==> src/rtl/vote_pkg.sv <==
// rtl/vote_pkg.sv - shared FSM state type, pass-rule codes and width helpers for vote_session_ctrl
package vote_pkg;

    typedef enum logic [1:0] {
        IDLE  = 2'd0,
        OPEN  = 2'd1,
        TALLY = 2'd2,
        DONE  = 2'd3
    } vote_state_e;

    localparam int MODE_MAJORITY  = 0;
    localparam int MODE_THRESHOLD = 1;

    function automatic int cnt_width(input int n_voters);
        return $clog2(n_voters + 1);
    endfunction

    function automatic int id_width(input int n_voters);
        return (n_voters > 2) ? $clog2(n_voters) : 1;
    endfunction

endpackage

==> src/rtl/vote_session_ctrl_if.sv <==
// rtl/vote_session_ctrl_if.sv - ballot valid/ready handshake bundle between voter logic and vote_session_ctrl
interface vote_session_ctrl_if #(
    parameter int ID_W = 2
) ();
    logic            ballot_valid;
    logic [ID_W-1:0] ballot_id;
    logic            ballot_yes;
    logic            ballot_ready;

    modport master (output ballot_valid, ballot_id, ballot_yes, input ballot_ready);
    modport slave  (input ballot_valid, ballot_id, ballot_yes, output ballot_ready);
endinterface

==> src/rtl/vote_ballot_box.sv <==
// rtl/vote_ballot_box.sv - voted mask, duplicate/range screening and yes/no counters for one session
module vote_ballot_box
    import vote_pkg::*;
#(
    parameter int N_VOTERS = 4,
    parameter int ID_W     = id_width(N_VOTERS),
    parameter int CNT_W    = cnt_width(N_VOTERS)
) (
    input  logic             clk,
    input  logic             rst,
    input  logic             clear,
    input  logic             accept,
    input  logic [ID_W-1:0]  id,
    input  logic             yes,
    output logic [CNT_W-1:0] yes_count,
    output logic [CNT_W-1:0] no_count,
    output logic             all_voted,
    output logic             reject
);

    logic [N_VOTERS-1:0] voted_q, voted_d;
    logic [CNT_W-1:0]    yes_q, yes_d;
    logic [CNT_W-1:0]    no_q, no_d;
    logic                in_range;

    assign in_range = ($unsigned(32'(id)) < $unsigned(N_VOTERS));
    assign reject   = !in_range || voted_q[id];

    always_comb begin
        voted_d = voted_q;
        yes_d   = yes_q;
        no_d    = no_q;
        if (clear) begin
            voted_d = '0;
            yes_d   = '0;
            no_d    = '0;
        end else if (accept) begin
            voted_d[id] = 1'b1;
            if (yes) begin
                yes_d = yes_q + CNT_W'(1);
            end else begin
                no_d = no_q + CNT_W'(1);
            end
        end
    end

    // Auto-close looks at the mask including this cycle's ballot.
    assign all_voted = &voted_d;

    always_ff @(posedge clk or posedge rst) begin
        if (rst) begin
            voted_q <= '0;
            yes_q   <= '0;
            no_q    <= '0;
        end else begin
            voted_q <= voted_d;
            yes_q   <= yes_d;
            no_q    <= no_d;
        end
    end

    assign yes_count = yes_q;
    assign no_count  = no_q;

endmodule

==> src/rtl/vote_session_ctrl.sv <==
// rtl/vote_session_ctrl.sv - N-voter session FSM with ballot screening and pass evaluation
// Optional auto-close timer is built only when VOTE_TIMEOUT_EN is defined.
module vote_session_ctrl
    import vote_pkg::*;
#(
    parameter int N_VOTERS  = 4,
    parameter int ID_W      = id_width(N_VOTERS),
    parameter int CNT_W     = cnt_width(N_VOTERS),
    parameter int MODE      = MODE_MAJORITY,
    parameter int THRESHOLD = (N_VOTERS / 2) + 1,
    parameter int TIMEOUT   = 256
) (
    input  logic                clk,
    input  logic                rst,
    input  logic                start,
    input  logic                close,
    vote_session_ctrl_if.slave  bal,
    output logic                ballot_err,
    output logic                busy,
    output logic                result_valid,
    output logic                pass,
    output logic [CNT_W-1:0]    yes_count,
    output logic [CNT_W-1:0]    no_count,
    output logic                timed_out
);

    vote_state_e      state_q, state_d;
    logic             err_q, err_d;
    logic             pass_q, pass_d;
    logic             ready;
    logic             hs;
    logic             accept;
    logic             reject;
    logic             all_voted;
    logic             open_entry;
    logic             timeout_hit;
    logic             pass_eval;
    logic [CNT_W-1:0] yes_cnt, no_cnt;

    assign ready  = (state_q == OPEN);
    assign hs     = bal.ballot_valid && ready;
    assign accept = hs && !reject;

    vote_ballot_box #(
        .N_VOTERS (N_VOTERS),
        .ID_W     (ID_W),
        .CNT_W    (CNT_W)
    ) u_box (
        .clk       (clk),
        .rst       (rst),
        .clear     (open_entry),
        .accept    (accept),
        .id        (bal.ballot_id),
        .yes       (bal.ballot_yes),
        .yes_count (yes_cnt),
        .no_count  (no_cnt),
        .all_voted (all_voted),
        .reject    (reject)
    );

    // A tie or an empty session fails under majority because yes > no is strict.
    assign pass_eval = (MODE == MODE_THRESHOLD) ? (yes_cnt >= CNT_W'(THRESHOLD))
                                                : (yes_cnt > no_cnt);

    always_comb begin
        state_d    = state_q;
        pass_d     = pass_q;
        err_d      = 1'b0;
        open_entry = 1'b0;
        case (state_q)
            IDLE, DONE: begin
                if (start) begin
                    state_d    = OPEN;
                    open_entry = 1'b1;
                    pass_d     = 1'b0;
                end
            end
            OPEN: begin
                err_d = hs && reject;
                if (close || all_voted || timeout_hit) begin
                    state_d = TALLY;
                end
            end
            TALLY: begin
                pass_d  = pass_eval;
                state_d = DONE;
            end
            default: state_d = IDLE;
        endcase
    end

    always_ff @(posedge clk or posedge rst) begin
        if (rst) begin
            state_q <= IDLE;
            err_q   <= 1'b0;
            pass_q  <= 1'b0;
        end else begin
            state_q <= state_d;
            err_q   <= err_d;
            pass_q  <= pass_d;
        end
    end

`ifdef VOTE_TIMEOUT_EN
    localparam int TM_W = (TIMEOUT > 2) ? $clog2(TIMEOUT) : 1;

    logic [TM_W-1:0] timer_q, timer_d;
    logic            timed_out_q, timed_out_d;

    assign timeout_hit = (state_q == OPEN) && (timer_q == TM_W'(TIMEOUT - 1));

    always_comb begin
        timer_d     = timer_q;
        timed_out_d = timed_out_q;
        if (open_entry) begin
            timer_d     = '0;
            timed_out_d = 1'b0;
        end else if (state_q == OPEN) begin
            timer_d = timer_q + TM_W'(1);
            // An explicit or auto close in the expiry cycle wins over the timeout flag.
            if (timeout_hit && !close && !all_voted) begin
                timed_out_d = 1'b1;
            end
        end
    end

    always_ff @(posedge clk or posedge rst) begin
        if (rst) begin
            timer_q     <= '0;
            timed_out_q <= 1'b0;
        end else begin
            timer_q     <= timer_d;
            timed_out_q <= timed_out_d;
        end
    end

    assign timed_out = timed_out_q;
`else
    localparam int unused_timeout = TIMEOUT;

    assign timeout_hit = 1'b0;
    assign timed_out   = 1'b0;
`endif

    assign bal.ballot_ready = ready;
    assign ballot_err       = err_q;
    assign busy             = (state_q == OPEN) || (state_q == TALLY);
    assign result_valid     = (state_q == DONE);
    assign pass             = pass_q;
    assign yes_count        = yes_cnt;
    assign no_count         = no_cnt;

endmodule

==> src/flat_wrapper.sv <==
// flat-port wrapper written by rule: the top's interface ports become plain ports
module vote_session_ctrl_flat import vote_pkg::*;
#(
    parameter int N_VOTERS  = 4,
    parameter int ID_W      = id_width(N_VOTERS),
    parameter int CNT_W     = cnt_width(N_VOTERS),
    parameter int MODE      = MODE_MAJORITY,
    parameter int THRESHOLD = (N_VOTERS / 2) + 1,
    parameter int TIMEOUT   = 256
)
  (clk, rst, start, close, ballot_err, busy, result_valid, pass, yes_count, no_count, timed_out, bal_ballot_valid, bal_ballot_id, bal_ballot_yes, bal_ballot_ready);
  vote_session_ctrl_if #(.ID_W(ID_W)) bal_i ();
  input  logic clk;
  input  logic rst;
  input  logic start;
  input  logic close;
  output logic ballot_err;
  output logic busy;
  output logic result_valid;
  output logic pass;
  output logic [CNT_W-1:0] yes_count;
  output logic [CNT_W-1:0] no_count;
  output logic timed_out;
  input wire logic [$bits(bal_i.ballot_valid)-1:0] bal_ballot_valid;
  input wire logic [$bits(bal_i.ballot_id)-1:0] bal_ballot_id;
  input wire logic [$bits(bal_i.ballot_yes)-1:0] bal_ballot_yes;
  output wire logic [$bits(bal_i.ballot_ready)-1:0] bal_ballot_ready;
  assign bal_i.ballot_valid = bal_ballot_valid;
  assign bal_i.ballot_id = bal_ballot_id;
  assign bal_i.ballot_yes = bal_ballot_yes;
  assign bal_ballot_ready = bal_i.ballot_ready;
  vote_session_ctrl #(.N_VOTERS(N_VOTERS), .ID_W(ID_W), .CNT_W(CNT_W), .MODE(MODE), .THRESHOLD(THRESHOLD), .TIMEOUT(TIMEOUT)) u_core (.clk(clk), .rst(rst), .start(start), .close(close), .bal(bal_i), .ballot_err(ballot_err), .busy(busy), .result_valid(result_valid), .pass(pass), .yes_count(yes_count), .no_count(no_count), .timed_out(timed_out));
endmodule
==> config.mk <==
export PLATFORM = sky130hd
export DESIGN_NAME = vote_session_ctrl_flat
export DESIGN_NICKNAME = d
export VERILOG_FILES = /design/src/rtl/vote_pkg.sv /design/src/rtl/vote_session_ctrl_if.sv /design/src/rtl/vote_ballot_box.sv /design/src/rtl/vote_session_ctrl.sv /design/src/flat_wrapper.sv
export SDC_FILE = /design/constraint.sdc
export NUM_CORES = 1
export LEC_CHECK = 0
export CAP_MARGIN = 20
export CORE_ASPECT_RATIO = 0.75
export CORE_MARGIN = 3
export CORE_UTILIZATION = 35
export DETAILED_ROUTE_END_ITERATION = 8
export SYNTH_ARGS = -nofsm -noshare
export SYNTH_HDL_FRONTEND = slang
export SYNTH_SLANG_ARGS = --single-unit
==> constraint.sdc <==
create_clock -name clk -period 3.2 [get_ports clk]
set_clock_uncertainty 0.15 [all_clocks]
set_input_delay 0.64 -clock clk [delete_from_list [all_inputs] [get_ports clk]]
set_output_delay 0.64 -clock clk [all_outputs]
set_load 0.005 [all_outputs]
# Word-level counts from Yosys, hierarchy flattened
# Index checks and enable logic that the tools add are counted.
[word_totals] register_bits=14 in_bits=8 output_inout_bits=12 wordCells=55
[classes] n_addsub=2 order_cmp=3 n_eq_ne=6 n_mux=20 bitwise=1 reduce_logical=17
[ops] cell="2-to-1 mux 3 bit" count=6
[ops] cell="2-to-1 mux 4 bit" count=2
[ops] cell="AND reduction 2 bit" count=4
[ops] cell="adder 3 x 1 -> 3 bit, second input constant" count=2
[ops] cell="2-to-1 mux 1 bit" count=6
[ops] cell="case mux 2 bit (3 select lines)" count=1
[ops] cell="nonzero test 2 bit" count=3
[ops] cell="equality test 2 bit, second input constant" count=2
[ops] cell="logical AND 1 bit" count=4
[ops] cell="2-to-1 mux 2 bit" count=2
[ops] cell="inequality test 2 bit, second input constant" count=2
[ops] cell="OR 4 bit" count=1
[ops] cell="AND reduction 4 bit" count=1
[ops] cell="greater-than comparator 3 bit" count=1
[ops] cell="< comparator 2 x 3 -> 1 bit, second input constant" count=1
[ops] cell="binary-select mux 1 bit (select 2 bit)" count=1
[ops] cell="demux 1 bit (select 2 bit)" count=1
[ops] cell="equality test 2 x 1 -> 1 bit, second input constant" count=1
[ops] cell=">= comparator 2 x 1 -> 1 bit, second input constant" count=1
[ops] cell="logical NOT 2 bit" count=1
[ops] cell="logical OR 1 bit" count=2
[ops] cell="inequality test 2 x 1 -> 1 bit, second input constant" count=1
[ops] cell="case mux 1 bit (2 select lines)" count=1
[ops] cell="OR reduction 2 bit" count=1
[ops] cell="logical NOT 1 bit" count=1

# Logic depth before layout (Yosys ltp)
# Gate-level depths: netlist of the first run.
[logic_depth] depth_word=11 ltp_mapped=7

# Cells and area by module
# A second synthesis of the first run with hierarchy kept.
[unflattened] cells_unflattened=90 area_unflattened_um2=864.6
[modules_own_cells] module="vote_ballot_box" n_inst=1 cells_each=51 area_each_um2=529.3 seq_area_each_um2=250.2
[modules_own_cells] module="vote_session_ctrl" n_inst=1 cells_each=39 area_each_um2=335.3 seq_area_each_um2=100.1

# Worst setup path before layout of the first run
# OpenSTA, ideal clock, no wires.
[synth_timing] path_kind="input to register" from="in bal_ballot_id[1]" to="reg u_core.u_box.yes_q[2] (netlist: u_core.u_box.yes_count[2])" setup_ns=0.078 arrival_time_ns=1.853 required_ns=2.972 slack_ns=1.119 stages=6 n_path_buf=2 cell_sequence="buf_6 mux2_4 o2bb2a_4 buf_6 or3_1 a21oi_1"
[synth_between] elab_chain_len=6
[synth_rtl] element="start, declared" line_no="flat_wrapper.sv:25" source="input wire logic [$bits(bal_i.ballot_id)-1:0] bal_ballot_id;"
[synth_rtl] element="binary-select mux 1 bit (select 2 bit)" line_no="vote_ballot_box.sv:27" source="assign reject = !in_range || voted_q[id];"
[synth_rtl] element="2-to-1 mux 1 bit (implied by the code)" line_no="vote_ballot_box.sv:27"
[synth_rtl] element="logical NOT 1 bit" line_no="vote_session_ctrl.sv:42" source="assign accept = hs && !reject;"
[synth_rtl] element="logical AND 1 bit" line_no="vote_session_ctrl.sv:42"
[synth_rtl] element="nonzero test 2 bit (no line)"
[synth_rtl] element="AND reduction 2 bit (no line)"
[synth_rtl] element="end signal, assigned" line_no="vote_ballot_box.sv:57" source="yes_q <= yes_d;"
[synth_rtl] element="end, declared" line_no="vote_ballot_box.sv:22" source="logic [CNT_W-1:0] yes_q, yes_d;"
# Every way passes these cells. The select of a mux whose other input is x is not followed.
# A chain may end at the register's enable or synchronous reset.

# Worst setup path in the final report of the first run
[layout_timing] from="reg u_core.state_q[0]" to="out busy"
[layout_between] elab_chain_len=2 elab_cells_between_ends=3
[layout_rtl] element="start, declared" line_no="vote_session_ctrl.sv:27" source="vote_state_e state_q, state_d;"
[layout_rtl] element="start signal, assigned" line_no="vote_session_ctrl.sv:98" source="state_q <= state_d;"
[layout_rtl] element="equality test 2 x 1 -> 1 bit / equality test 2 bit (equally long branches)" line_no="vote_session_ctrl.sv:147" source="assign busy = (state_q == OPEN) || (state_q == TALLY);"
[layout_rtl] element="logical OR 1 bit (*)" line_no="vote_session_ctrl.sv:147"
[layout_rtl] element="end, declared" line_no="flat_wrapper.sv:18" source="output logic busy;"
# Every way passes the cells marked *; elsewhere a longest branch is shown, timed or not.

==> results of run 1 <==
-- layout make-up --
type | instances | area (um2)
Sequential cell | 14 | 350
Multi-Input combinational cell | 72 | 465
Clock buffer | 4 | 36.3
Inverter | 11 | 41.3
Fill cell | 243 | 1250
Timing Repair Buffer | 18 | 180
Tap cell | 34 | 42.5
-- flip-flops by register name (all words and copies together), names as in the netlist --
| register | flops |
|---|---|
| u_core.u_box.yes_count | 3 |
| u_core.pass | 1 |
| u_core.state_q | 2 |
| u_core.u_box.no_count | 3 |
| u_core.ballot_err | 1 |
| u_core.u_box.voted_q | 4 |
-- synthesized netlist by cell type, types with 2 or more instances --
cell	number
o21ai_0	2
nand2_1	7
o21ai_1	7
buf_6	2
o22ai_1	2
dfrtp_1	14
mux2i_1	3
inv_1	11
a211oi_1	2
or3_1	3
nand3_1	6
nor2_1	12
a21oi_1	9
ha_1	8
-- logic make-up after synthesis --
family,after synthesis,synth area share
buf+inv,15,0.0843
compound gates,27,0.191
flops,14,0.393
fa+ha+maj,8,0.112
simple gates,32,0.164
mux,4,0.0506
other cells,1,0.00421
-- routing by layer --
metal  share of wire  GRT usage
met2            0.44      0.190
met5               0          0
met4          0.0011     0.0211
met3           0.062     0.0478
met1            0.49      0.173
-- worst min path at each step --
stage | depth (start not counted) | endpoint | start | slack, ps
5_1_grt | 2 | u_core.u_box.voted_q[2] | u_core.u_box.voted_q[2] | 450
3_5_place_dp | 2 | u_core.u_box.voted_q[3] | u_core.u_box.voted_q[3] | 390
3_3_place_gp | 2 | u_core.u_box.voted_q[2] | u_core.u_box.voted_q[2] | 390
6_report | 2 | u_core.u_box.voted_q[3] | u_core.u_box.voted_q[3] | 410
4_1_cts | 2 | u_core.u_box.voted_q[3] | u_core.u_box.voted_q[3] | 420
2_1_floorplan | 2 | u_core.u_box.voted_q[3] | u_core.u_box.voted_q[3] | 350
-- tightest hold or removal path: stages (launching register included) --
cell and delay [ps]:
dfrtp_1 390, a21oi_1 50, nor2_1 80
-- power by group through the flow --
stage	sequential (mW)	clock, mW	combinational [mW]
2_1_floorplan	0.273	0	0.262
3_3_place_gp	0.284	0	0.397
5_1_grt	0.290	0.146	0.454
6_report	0.281	0.130	0.402
3_5_place_dp	0.284	0	0.401
4_1_cts	0.280	0.135	0.405
-- metrics by stage --
step	power [mW]	std cells	area (um2)	worst slack [ps]	hold slack (ps)
after global routing	0.890	153	1120	556	451
final	0.813	153	1120	689	411
after detailed placement	0.686	149	1080	536	394
after floorplan	0.535	101	891	1120	355
after global placement	0.680	149	1080	582	392
after CTS	0.820	153	1120	674	417
==> flow_summary.json, run 1 <==
{
  "worstPathMaxFanout": 5,
  "n_antenna_cell": 0,
  "firstDrtPassIters": 4,
  "grt_pass1_vias": 664,
  "synth_nets": 117,
  "p_seq_frac": 0.345,
  "setup_viol": 0,
  "yosysTopAreaCell": "dfrtp_1",
  "ys_ff_latch": 14,
  "ir_drop_mv": 0.292,
  "crit-reg2reg-launch": "u_core.state_q[1]",
  "cp_top_family": "buffers and inverters",
  "synth-seq-area-share": 0.393,
  "core.rowCount": 15,
  "layout_common_cells": "18 x clkdlybuf4s50_1, 14 x dfrtp_1, 12 x nor2_1",
  "finalCritPeriodShare": 0.785,
  "grt_max_degree": 15,
  "tightest_slew_ps": 555,
  "initial_core_util": 0.377,
  "synth_top_area_frac": 0.393,
  "critPathKind": "reg -> out",
  "final_common_cell": "clkdlybuf4s50_1",
  "cts_tree": "built",
  "critical_path_required_ps": 2410,
  "intPower_mw": 0.500,
  "path_cells": "inv_1 > ha_1 > inv_1 > clkdlybuf4s50_1",
  "clock_path_buffers": 2,
  "comb_power_share": 0.495,
  "crit_cells": 4,
  "period_needed_ps": 2510,
  "switching_share": 0.385,
  "reg2reg_to": "u_core.u_box.no_count[2]",
  "cp-end-kind": "primary output",
  "setup_tns_ps": 0,
  "routed_via_density": 4.97,
  "drc": 0,
  "grt_first_pass_wirelength_um": 3080,
  "syn_area_um2": 891,
  "cts.clk_slew.worst_paths_ps": 90,
  "fmax_mhz": 398,
  "reg2reg_depth": 6,
  "hpwl_um": 1390,
  "synthCells": 101,
  "cp-start-kind": "flop",
  "synth.distinct_cells": 27,
  "routed_wl_um": 1830,
  "critPathCapture": "busy",
  "ant_nets": 0,
  "reg2reg_slack_ps": 1180,
  "synthTopCellsByArea": "dfrtp_1 39%, ha_1 11%, a21oi_1 5.1%",
  "slowest_delay_ps": 510,
  "avgSynthCellArea_um2": 8.82,
  "postSynth.asyncResetShare": 1.00,
  "drtIter0Drc": 30,
  "hold_class": "reg -> reg",
  "ys_warn_count": 0,
  "clkSinkCount": 14,
  "powerDensity_nw_per_um2": 728,
  "status": "finished, final reports clean",
  "leakage_nw": 0.497,
  "clk_latency_ps": 280,
  "cts_made_buffers": 3,
  "gp_congestion": 0.857,
  "cts_hold_buffers": 0,
  "hold_violations": 0,
  "synthFlopType": "dfrtp_1",
  "vias": 760,
  "path_buf_inv": 3,
  "maxCapViolCount": 0,
  "ioPinCount": 20,
  "crit_start": "u_core.state_q[0]",
  "grt.total_usage": 0.126,
  "dieArea_um2": 3190,
  "htreeDepth": 1,
  "power_switching_mw": 0.313,
  "crit_arrival_ps": 1720,
  "crit_top_cell": "inv_1",
  "slowest_stage": "clkdlybuf4s50_1",
  "slew_headroom": 0.630,
  "root_buffer": "clkbuf_4",
  "grt.overflow.total": 0,
  "p_clk_frac": 0.160,
  "detail_route.wl_per_cell_um": 12.0,
  "fp.dieW_um": 64.3,
  "area_growth_pct": 25.3,
  "final_nets": 136,
  "synth-edff-count": 0,
  "antenna_found_initial": 0,
  "die_y_um": 49.7,
  "drv_slew": 0,
  "rsz0062_at_grt": "no",
  "cts_resized": 0,
  "final_util": 0.472,
  "postCtsSetupBuffers": 0,
  "portBuffers": 18,
  "coreArea_um2": 2360,
  "layout-drive-gt1-share": 0.0504
}
No activity file was read; power rests on OpenSTA's default activity.
==> run 2: changes to the inputs <==
==> constraint.sdc (replaced) <==
create_clock -name clk -period 2.5 [get_ports clk]
set_clock_uncertainty 0.15 [all_clocks]
set_input_delay 0.5 -clock clk [delete_from_list [all_inputs] [get_ports clk]]
set_output_delay 0.5 -clock clk [all_outputs]
set_load 0.005 [all_outputs]
==> run 2 against run 1 <==
Against the previous run:
- combinational power is 27% higher
- via count grew 1.1%
- first-iteration DRC count fell by 23%
- worst hold slack lost 6.4 ps
- sequential power increased by 28%
- die area stayed put
- design area rose by 0.67%
- global-route usage rose by 0.24 points
- setup slack worse by 590 ps
- critical path depth unchanged
- register-to-register slack got worse by 640 ps
- highest routed layer unchanged
==> flow_summary.json, run 2 (synthesis results as in run 1) <==
{
  "leakage_nw": 0.502,
  "maxCapViolCount": 0,
  "n_antenna_cell": 0,
  "slowest_stage": "clkdlybuf4s50_1",
  "dp_cells": 150,
  "fp.dieW_um": 64.3,
  "fin_cells": 154,
  "worstPathMaxFanout": 5,
  "clk_latency_ps": 280,
  "routed_wl_um": 1810,
  "firstDrtPassIters": 4,
  "critical_path_required_ps": 1850,
  "grt_pass1_vias": 727,
  "ant_nets": 0,
  "cts_resized": 0,
  "reg2reg_slack_ps": 540,
  "antenna_found_initial": 0,
  "clkSinkCount": 14,
  "grt_max_degree": 15,
  "n_fill_cell": 244,
  "period_needed_ps": 2400,
  "detail_route.wl_per_cell_um": 11.7,
  "powerDensity_nw_per_um2": 924,
  "cts_made_buffers": 3,
  "final_util": 0.475,
  "final_nets": 137,
  "drtIter0Drc": 23,
  "die_y_um": 49.7,
  "p_clk_frac": 0.160,
  "p_seq_frac": 0.348,
  "regMostFlops": "u_core.u_box.voted_q",
  "htreeDepth": 1,
  "coreArea_um2": 2360,
  "largest_register_ffs": 4,
  "cts.clk_slew.worst_paths_ps": 90,
  "vias": 768,
  "clock_path_buffers": 2,
  "cts_tree": "built",
  "setup_viol": 0,
  "area_growth_pct": 26.1,
  "drv_slew": 0,
  "root_buffer": "clkbuf_4",
  "postCtsSetupBuffers": 0,
  "gp_congestion": 0.856,
  "grt.total_usage": 0.128,
  "comb_power_share": 0.492,
  "portBuffers": 18,
  "layout_common_cells": "18 x clkdlybuf4s50_1, 14 x dfrtp_1, 12 x nor2_1",
  "grt_first_pass_wirelength_um": 3220,
  "cp-end-kind": "primary output",
  "crit_top_cell": "inv_1",
  "tightest_slew_ps": 552,
  "hpwl_um": 1400,
  "rsz0062_at_grt": "no",
  "setup_tns_ps": 0,
  "slowest_delay_ps": 510,
  "path_cells": "inv_1 > ha_1 > inv_1 > clkdlybuf4s50_1",
  "grt.overflow.total": 0,
  "ir_drop_mv": 0.419,
  "pre_cts_slack_ps": 129,
  "power_switching_mw": 0.398,
  "crit_arrival_ps": 1750,
  "critPathKind": "reg -> out",
  "final_common_cell": "clkdlybuf4s50_1",
  "drc": 0,
  "layout-drive-gt1-share": 0.0583,
  "core.rowCount": 15,
  "initial_core_util": 0.377,
  "finalCritPeriodShare": 0.960,
  "ioPinCount": 20,
  "routed_via_density": 4.99,
  "hold_class": "in -> async",
  "fin_ws_ps": 101,
  "cts_hold_buffers": 0,
  "slew_headroom": 0.632,
  "intPower_mw": 0.640,
  "hold_violations": 0,
  "status": "finished, final reports clean",
  "fmax_mhz": 417,
  "dieArea_um2": 3190,
  "switching_share": 0.383,
  "cp-start-kind": "flop"
}
==> run 2: changes by cell type in the layout (fill, tap and decap cells not counted) <==
cell,delta
buf_4,+1
==> run 2: final timing paths <==
path,startpoint,cells past startpoint,to
setup / recovery,u_core.state_q[0],4,busy
hold / removal,rst,2,u_core.u_box.no_count[1]
setup reg to reg,u_core.state_q[1],6,u_core.u_box.yes_count[2]
hold reg to reg,u_core.u_box.voted_q[0],2,u_core.u_box.voted_q[0]
max in group asynchronous,rst,2,u_core.u_box.voted_q[2]
min in group clk,u_core.u_box.voted_q[0],2,u_core.u_box.voted_q[0]
==> run 2: power groups by stage <==
| stage | registers, mW | clock network, mW | logic (mW) |
|---|---|---|---|
| 2_1_floorplan | 0.349 | 0 | 0.336 |
| 3_3_place_gp | 0.365 | 0 | 0.507 |
| 3_5_place_dp | 0.364 | 0 | 0.512 |
| 4_1_cts | 0.359 | 0.174 | 0.515 |
| 5_1_grt | 0.371 | 0.181 | 0.581 |
| 6_report | 0.361 | 0.166 | 0.511 |
==> run 2: through the flow <==
| stage | hold slack, ps | area (um2) | power (mW) |
|---|---|---|---|
| final | 405 | 1120 | 1.04 |
| after global routing | 430 | 1120 | 1.13 |
| after CTS | 413 | 1120 | 1.05 |
| after detailed placement | 391 | 1090 | 0.877 |
| after global placement | 386 | 1090 | 0.872 |
| after floorplan | 239 | 891 | 0.685 |
==> run 2: layout make-up <==
cell class	count	area, um2	area share
clock buffer	4	36.3	0.0323
multi-input combinational	72	465	0.414
tap	34	42.5	0.0379
inverter	11	41.3	0.0367
sequential	14	350	0.312
timing repair buffer	19	188	0.167
==> run 2: layer usage <==
metal	routed length [um]	track usage	up-vias
met1	893	0.170	364
met4	9	0.0351	0
met2	782	0.188	17
met3	122	0.0569	2
met5	0	0	-
li1	-	-	385
==> run 2: worst max-delay path: cells and delay by family (launching register included) <==
| family | cells | cell delay, ps |
|---|---|---|
| adder cells (fa/ha/maj) | 1 | 350 |
| buffers and inverters | 3 | 710 |
| flip-flops | 1 | 410 |
==> run 3: changes to the inputs <==
--- a/config.mk
+++ b/config.mk
@@ -7,7 +7,7 @@
 export LEC_CHECK = 0
 export CAP_MARGIN = 20
 export CORE_ASPECT_RATIO = 0.75
-export CORE_MARGIN = 3
+export CORE_MARGIN = 4
 export CORE_UTILIZATION = 35
 export DETAILED_ROUTE_END_ITERATION = 8
 export SYNTH_ARGS = -nofsm -noshare
==> run 3 against run 2 <==
Against the previous run:
- sequential share of layout area shrank 0.21 points
- sequential power hardly changed
- first-iteration DRC count decreased by 22%
- clock power shrank 3%
- global-route usage is 0.94 points lower
- non-clock buffer count increased by 1
==> flow_summary.json, run 3 (synthesis results as in run 1) <==
{
  "cp_top_family": "buffers and inverters",
  "slew_headroom": 0.639,
  "worstPathMaxFanout": 5,
  "final_util": 0.478,
  "slowest_stage": "clkdlybuf4s50_1",
  "finalCritPeriodShare": 0.955,
  "drv_slew": 0,
  "cts_resized": 0,
  "htreeDepth": 1,
  "cp-end-kind": "primary output",
  "setup_tns_ps": 0,
  "path_buf_inv": 3,
  "area_growth_pct": 27.0,
  "clk_latency_ps": 280,
  "grt_first_pass_wirelength_um": 3110,
  "routed_via_density": 4.83,
  "fp.dieW_um": 66.3,
  "crit_top_cell": "inv_1",
  "coreArea_um2": 2360,
  "die_y_um": 51.7,
  "clock_path_buffers": 2,
  "ir_drop_mv": 0.470,
  "reg2reg_to": "u_core.u_box.yes_count[2]",
  "routed_wl_um": 1770,
  "drc": 0,
  "layout_common_cells": "18 x clkdlybuf4s50_1, 14 x dfrtp_1, 12 x nor2_1",
  "cts.clk_slew.worst_paths_ps": 90,
  "period_needed_ps": 2390,
  "grt.overflow.total": 0,
  "final_common_cell": "clkdlybuf4s50_1",
  "critPathKind": "reg -> out",
  "cts_tree": "built",
  "crit-reg2reg-launch": "u_core.state_q[1]",
  "portBuffers": 18,
  "root_buffer": "clkbuf_4",
  "drtIter0Drc": 18,
  "gp_congestion": 0.833,
  "slowest_delay_ps": 500,
  "vias": 748,
  "n_antenna_cell": 0,
  "status": "finished, final reports clean",
  "core.rowCount": 15,
  "hold_class": "in -> async",
  "clkSinkCount": 14,
  "final_nets": 138,
  "grt.total_usage": 0.119,
  "hold_violations": 0,
  "path_cells": "inv_1 > ha_1 > inv_1 > clkdlybuf4s50_1",
  "cts_hold_buffers": 0,
  "pre_cts_slack_ps": 156,
  "ioPinCount": 20,
  "antenna_found_initial": 0,
  "grt_pass1_vias": 703,
  "layout-drive-gt1-share": 0.0661,
  "leakage_nw": 0.507,
  "setup_viol": 0,
  "tightest_slew_ps": 541,
  "dieArea_um2": 3420,
  "critical_path_required_ps": 1850,
  "grt_max_degree": 15,
  "hpwl_um": 1420,
  "powerDensity_nw_per_um2": 919,
  "initial_core_util": 0.377,
  "crit_arrival_ps": 1740,
  "cp-start-kind": "flop",
  "rsz0062_at_grt": "no",
  "detail_route.wl_per_cell_um": 11.4,
  "ant_nets": 0,
  "cts_made_buffers": 3,
  "reg2reg_slack_ps": 570,
  "regMostFlops": "u_core.u_box.voted_q",
  "maxCapViolCount": 0,
  "fin_ws_ps": 113,
  "firstDrtPassIters": 2,
  "reg2reg_depth": 6,
  "postCtsSetupBuffers": 0,
  "largest_register_ffs": 4,
  "fmax_mhz": 419
}
## run 3: changes by cell type in the layout (fill, tap and decap cells not counted)
cell | previous run | this run
buf_4 | 1 | 2
## run 3: through the flow
step | instances | hold WS [ps] | total power, mW | instance area (um2)
2_1_floorplan | 101 | 239 | 0.685 | 891
6_report | 155 | 411 | 1.04 | 1130
5_1_grt | 155 | 445 | 1.14 | 1130
3_5_place_dp | 151 | 394 | 0.887 | 1090
3_3_place_gp | 151 | 394 | 0.880 | 1090
4_1_cts | 155 | 414 | 1.05 | 1130
## run 3: how the worst max path moves through the flow
stage | startpoint | end | slack [ps] | cells past startpoint
after floorplan | bal_ballot_id[1] | u_core.u_box.yes_count[2] | 560 | 6
after global placement | bal_ballot_id[1] | u_core.u_box.yes_count[2] | 180 | 5
after detailed placement | bal_ballot_id[1] | u_core.u_box.yes_count[2] | 160 | 5
after CTS | u_core.state_q[0] | busy | 110 | 4
after global routing | u_core.state_q[0] | busy | 30 | 4
final | u_core.state_q[0] | busy | 110 | 4
## run 3: worst reg2reg max path, cell delays in order, from the launching register on
cell	delay, ps
dfrtp_1	420
inv_1	80
ha_1	250
nand3b_1	190
o2bb2a_4	280
or3_1	340
a21oi_1	150
## run 3: final cells by class
| cell class | count | area, um2 |
|---|---|---|
| fillers | 252 | 1230 |
| multi-input cells | 72 | 465 |
| flip-flops and latches | 14 | 350 |
| repair buffers | 20 | 195 |
| well taps | 34 | 42.5 |
| inverters | 11 | 41.3 |
| clock buffers | 4 | 36.3 |
## run 3: per-layer routing
| metal | GRT usage | share of wire | routed length [um] | vias to the layer above |
|---|---|---|---|---|
| met5 | 0 | 0 | 0 | - |
| met4 | 0.0101 | 0.0034 | 6 | 0 |
| met3 | 0.0475 | 0.053 | 94 | 2 |
| met2 | 0.186 | 0.45 | 798 | 15 |
| met1 | 0.160 | 0.49 | 868 | 339 |
| li1 | - | - | - | 392 |
## run 3: power breakdown
group          switching (mW)  internal (mW)  total, mW
Clock                  0.0723         0.0885      0.161
Sequential             0.0687          0.292      0.361
Combinational           0.251          0.266      0.517
Total                   0.392          0.647       1.04
